==> config.mk <==
export PLATFORM = sky130hd
export DESIGN_NAME = hw2_multiplier
export DESIGN_NICKNAME = d
export VERILOG_FILES = /design/src/rtl/hw2_arith_pkg.sv /design/src/rtl/hw2_multiplier.sv
export SDC_FILE = /design/constraint.sdc
export NUM_CORES = 1
export LEC_CHECK = 0
export ABC_AREA = 1
export BUFFER_PORTS_ARGS = -buffer_cell sky130_fd_sc_hd__buf_2
export CAP_MARGIN = 25
export CORE_MARGIN = 2
export CORE_UTILIZATION = 55
export DETAILED_ROUTE_END_ITERATION = 16
export GPL_TIMING_DRIVEN = 0
export PLACE_DENSITY_LB_ADDON = 0.15
export SYNTH_ARGS = -nofsm -noshare
export SYNTH_HDL_FRONTEND = slang
export SYNTH_SLANG_ARGS = --single-unit
==> constraint.sdc <==
create_clock -name Clk -period 2.45 [get_ports Clk]
set_input_delay 0.49 -clock Clk [delete_from_list [all_inputs] [get_ports Clk]]
set_output_delay 0.49 -clock Clk [all_outputs]
set_load 0.01 [all_outputs]
==> src/rtl/hw2_arith_pkg.sv <==
// Shared arithmetic-block definitions: FSM encoding common to the shift-add
// multiplier and the divider, plus the default operand width.
package hw2_arith_pkg;

   typedef enum logic [1:0] {
      ST_IDLE = 2'd0,
      ST_RUN  = 2'd1,
      ST_DONE = 2'd2
   } hw2_state_e;

   localparam int HW2_WIDTH_DEF = 16;

endpackage

==> src/rtl/hw2_multiplier.sv <==
// Sequential shift-add unsigned multiplier, one add-and-shift per clock.
// St/Done handshake matches the divider so both can share a controller.
//
// state   | meaning
// --------+---------------------------------------------------------------
// ST_IDLE | waiting for St; operands captured on the accepting edge
// ST_RUN  | WIDTH add-and-shift iterations over the accumulator
// ST_DONE | accumulator holds the product; Product/Done load on exit
module hw2_multiplier
   import hw2_arith_pkg::*;
#(
   parameter int WIDTH = HW2_WIDTH_DEF
) (
   input  logic                 Clk,
   input  logic                 Rst_n,
   input  logic                 St,
   input  logic [WIDTH-1:0]     Multiplicand,
   input  logic [WIDTH-1:0]     Multiplier,
   output logic [2*WIDTH-1:0]   Product,
   output logic                 Busy,
   output logic                 Done
);

   localparam int CW = $clog2(WIDTH + 1);

   hw2_state_e           state_q, state_d;
   logic [WIDTH-1:0]     m_q, m_d;
   logic [2*WIDTH:0]     acc_q, acc_d;
   logic [CW-1:0]        cnt_q, cnt_d;
   logic [2*WIDTH-1:0]   product_q, product_d;
   logic                 busy_q, busy_d;
   logic                 done_q, done_d;

   logic [WIDTH:0]       sum;
   logic [2*WIDTH:0]     acc_add;
   logic [2*WIDTH:0]     acc_sh;

   // Datapath: conditional add into the upper half (carry into the spare top
   // bit), then a logical right shift of the full accumulator.
   always_comb begin
      sum     = {1'b0, acc_q[2*WIDTH-1:WIDTH]} + {1'b0, m_q};
      acc_add = acc_q;
      if (acc_q[0]) begin
         acc_add = {sum, acc_q[WIDTH-1:0]};
      end
      acc_sh  = acc_add >> 1;
   end

   // Next-state and register-input logic; Busy also covers the Done cycle,
   // which is spent back in IDLE so a held St restarts immediately after.
   always_comb begin
      state_d   = state_q;
      m_d       = m_q;
      acc_d     = acc_q;
      cnt_d     = cnt_q;
      product_d = product_q;
      done_d    = 1'b0;
      case (state_q)
         ST_IDLE: begin
            if (St) begin
               m_d     = Multiplicand;
               acc_d   = {{(WIDTH+1){1'b0}}, Multiplier};
               cnt_d   = '0;
               state_d = ST_RUN;
            end
         end
         ST_RUN: begin
            acc_d = acc_sh;
            cnt_d = cnt_q + CW'(1);
            if (cnt_q == CW'(WIDTH - 1)) begin
               state_d = ST_DONE;
            end
         end
         ST_DONE: begin
            product_d = acc_q[2*WIDTH-1:0];
            done_d    = 1'b1;
            state_d   = ST_IDLE;
         end
         default: begin
            state_d = ST_IDLE;
         end
      endcase
      busy_d = (state_d != ST_IDLE) || done_d;
   end

   // State and datapath registers with synchronous active-low reset.
   always_ff @(posedge Clk) begin
      if (!Rst_n) begin
         state_q   <= ST_IDLE;
         m_q       <= '0;
         acc_q     <= '0;
         cnt_q     <= '0;
         product_q <= '0;
         busy_q    <= 1'b0;
         done_q    <= 1'b0;
      end else begin
         state_q   <= state_d;
         m_q       <= m_d;
         acc_q     <= acc_d;
         cnt_q     <= cnt_d;
         product_q <= product_d;
         busy_q    <= busy_d;
         done_q    <= done_d;
      end
   end

   assign Product = product_q;
   assign Busy    = busy_q;
   assign Done    = done_q;

endmodule

==> metrics.md <==
| Metric | Value |
|---|---|
| Status | `complete, no violations` |
| Synth Area in Adders | `0.05657` |
| Final Core Density | `0.6506` |
| Antenna violations before repair | `0` |
| Post-synthesis area per instance | `between 6 and 7 um^2` |
| Area grow syn2layout | `15.35%` |
| Pin count of the biggest net entering global routing | `17` |
| Post-CTS setup buffer count | `0` |
| Vias in the first global route | `4,039` |
| Final Critical Period | `around 2000 ps` |
| Xor/xnor share of the synthesized area | `0.008081` |
| Pwr dens | `594.8 nW/um^2` |
| Setup crit start kind | `flip-flop` |
| R2r startpoint | `acc_q[16]$_SDFFE_PN0P_` |
| Met3 usage | `0.03580` |
| Wirelength per Cell | `between 10 and 15 um` |
| # clock sinks | `89` |
| CTS max path bufs | `2` |
| Gr busiest metal | `met2` |
| Static Leak | `about 2.4 nW` |
| WHS Endpoint | `m_q[6]$_SDFFE_PN0P_` |
| CP most frequent cell | `nand2_1` |
| Die Y | `92.79 um` |
| Met1 Use GR | `0.3806` |
| Worst path required time | `2700 ps` |
| Mapped cell area | `around 4300 um^2` |
| Post-synthesis compound-gate area fraction | `0.1685` |
| RSZ-0062 raised after global routing | `false` |
| Post-synth cell types | `31` |
| Global route total overflow | `0` |
| WL final | `11.61 mm` |
| #FFs+latches synth | `just under 90` |
| I/O pins | `69` |
| Die extent in x | `approximately 93 um` |
| Crit path largest cell delay | `420 ps` |
| Peak Freq | `around 0.49 GHz` |
| Slew HR | `0.6157` |
| Setup_tns | `0 ps` |
| Clock transition at path regs | `around 90 ps` |
| Final period util | `0.8367` |
| Gr usage total | `0.2786` |
| Family with the most delay on the worst path | `simple AND/OR/NAND/NOR gates` |
| Post-Syn Instances | `623` |
| Layout cell share with drive strength beyond 1 | `0.1473` |
| # rows | `32` |
| Initial DRT Pass Iterations | `5` |
| CP max FO | `4` |
| Total CTS buffers | `9` |
| Initial drt markers | `193` |
| Clk Tree Root Cell | `clkbuf_8` |
| Simple-Gate Fraction of Synth Area | `0.2548` |
| Synth Warn # | `0` |
| Placer congestion estimate | `roughly 0.91` |
| Reg2reg end | `acc_q[31]$_SDFFE_PN0P_` |
| DR DRC count | `0` |
| Post-synthesis sequential area ratio | `0.4110` |
| Total chip power | `about 0.0030 W` |
| Hold_buf cts | `0` |
| Max-cap violations | `0` |
| First-pass GRT wire length | `~19 mm` |
| CTS tree | `done` |
| Worst-Margin Slew | `between 500 and 600 ps` |
| Core Box Area | `~7700 um^2` |
| Hold_sp | `Multiplicand[6]` |
| Multiplexer area fraction after synthesis | `0` |
| Final net count | `755` |
| Worst reg-to-reg setup slack | `between 400 and 500 ps` |
| Syn_nets | `roughly 680` |
| Worst endpoint data arrival time | `~2300 ps` |
| Most frequent cells in the layout | `135 x nand2_1, 92 x nor2_1, 89 x dfxtp_1` |
| Area of the die | `between 8000 and 9000 um^2` |
| VDD IR-drop max | `0.3640 mV` |
| R2R cell count | `11` |
| Endpoints failing setup | `0` |
| CP max-delay cell | `fa_1` |
| Post-route antenna net violation count | `0` |
| Fin Clk Skew | `slightly below 9 ps` |
| Initial core utilization | `0.5640` |
| Port Buffers | `67` |
| Largest family of logic cells by synthesized area | `simple AND/OR/NAND/NOR gates` |
| Crit path cell chain | `ha_1 > fa_1 > nand2_1 > nand2_1 > and2_1 > nand3_1 > nand3_1 > nand2_1 > nand3_1 > nand2_1 > a21oi_1` |
| Post-DP HPWL | `around 8.7 mm` |
| Crit Path Category | `reg2reg` |
| Final hold viol count | `0` |
| WP buf/inv | `0` |
| Critical path capture point type | `flip-flop` |
| Routed vias/inst | `between 5 and 6` |
| N_diodes | `0` |
| Worst-skew pair later-pin latency | `about 360 ps` |
| Detailed-route via count | `4,302` |
| Fin. max-slew vios | `0` |
| Grt met2 use | `0.4577` |
| Worst Hold Class | `in2reg` |
| Post-CTS sizing | `0` |
| H-tree Lvls | `3` |
| Hold path depth | `3` |
| Commonest non-fill, non-tap cell in the layout | `nand2_1` |
## synthesized netlist by cell type
| library cell | number | area [um^2] |
|---|---|---|
| clkbuf_1 | 17 | 63.81 |
| inv_2 | 5 | 18.77 |
| a211oi_1 | 1 | 7.510 |
| nand3b_1 | 2 | 15.01 |
| nor2_1 | 92 | 345.3 |
| inv_1 | 77 | 289.0 |
| buf_6 | 1 | 11.26 |
| clkinv_1 | 1 | 3.750 |
| nand3_1 | 24 | 120.1 |
| o21ai_0 | 57 | 285.3 |
| o221ai_1 | 12 | 105.1 |
| nor2_4 | 1 | 11.26 |
| xor2_1 | 2 | 17.52 |
| buf_2 | 8 | 40.04 |
| or2_2 | 3 | 18.77 |
| nand2_1 | 135 | 506.7 |
| dfxtp_1 | 89 | 1782 |
| nand3_4 | 1 | 17.52 |
| fa_1 | 1 | 20.02 |
| nor2_8 | 1 | 20.02 |
| nor2_2 | 1 | 6.260 |
| buf_1 | 1 | 3.750 |
| buf_4 | 1 | 7.510 |
| nor3_1 | 5 | 25.02 |
| nand4_1 | 2 | 12.51 |
| and2_1 | 1 | 6.260 |
| a221oi_1 | 4 | 35.03 |
| o211ai_1 | 3 | 22.52 |
| ha_1 | 18 | 225.2 |
| xnor2_1 | 2 | 17.52 |
| a21oi_1 | 55 | 275.3 |
## final cells by class
type / instances / area (um^2)
fill: 742 / 2686
tap: 102 / 127.6
sequential: 89 / 1782
clock inverter: 6 / 75.07
multi-input combinational: 423 / 2116
timing repair buffer: 67 / 335.3
clock buffer: 10 / 127.6
inverter: 83 / 311.5
buffer: 28 / 126.4
## state kept, by name, summed over array words and instances, names as in the netlist
signal / cells
Product: 32
m_q: 16
Done: 1
acc_q: 32
cnt_q: 5
Busy: 1
state_q: 2
## cells by family after synthesis
logic type / after synthesis
adder cells (fa/ha/maj): 19
AND/OR/NAND/NOR: 268
flip-flops: 89
AO/OA/AOI/OAI: 132
XOR/XNOR: 4
buffers and inverters: 111
## power breakdown
group          switching [W]  total, W  internal (W)
Clock               0.000567   0.00105      0.000487
Combinational       0.000247  0.000385      0.000138
Sequential         0.0000364   0.00154       0.00150
Total               0.000851   0.00297       0.00212
## metrics by stage
stage               instance area (um^2)  cells  worst slack, ps  hold slack (ps)
detailed placement                  4798    792            451.5            461.0
floorplan                           4335    623            750.8            440.0
CTS                                 5001    808            433.9            377.8
global route                        5001    808            243.2            395.0
global placement                    4798    792            470.0            450.2
finish                              5001    808            400.1            382.4
## worst max path at each step
| stage | from | to | slack (ps) | depth (start not counted) |
|---|---|---|---|---|
| final | acc_q[16]$_SDFFE_PN0P_ | acc_q[31]$_SDFFE_PN0P_ | 400 | 11 |
| after global routing | acc_q[16]$_SDFFE_PN0P_ | acc_q[27]$_SDFFE_PN0P_ | 240 | 11 |
| after global placement | acc_q[16]$_SDFFE_PN0P_ | acc_q[27]$_SDFFE_PN0P_ | 470 | 11 |
| after CTS | acc_q[16]$_SDFFE_PN0P_ | acc_q[31]$_SDFFE_PN0P_ | 430 | 11 |
| after floorplan | acc_q[16]$_SDFFE_PN0P_ | acc_q[23]$_SDFFE_PN0P_ | 750 | 11 |
| after detailed placement | acc_q[16]$_SDFFE_PN0P_ | acc_q[27]$_SDFFE_PN0P_ | 450 | 11 |
## layer usage
metal  routed length [um]  vias up
li1                     -     2176
met1                 5387     2005
met2                 5480      103
met3                  546       18
met4                  194        0
met5                    0        -
## worst min-delay path: cells and delay by family
family                 cells  cell delay [ps]
AO/OA/AOI/OAI              1               70
buffers and inverters      1               70
AND/OR/NAND/NOR            1               70
No activity file was read; power rests on OpenSTA's default activity.
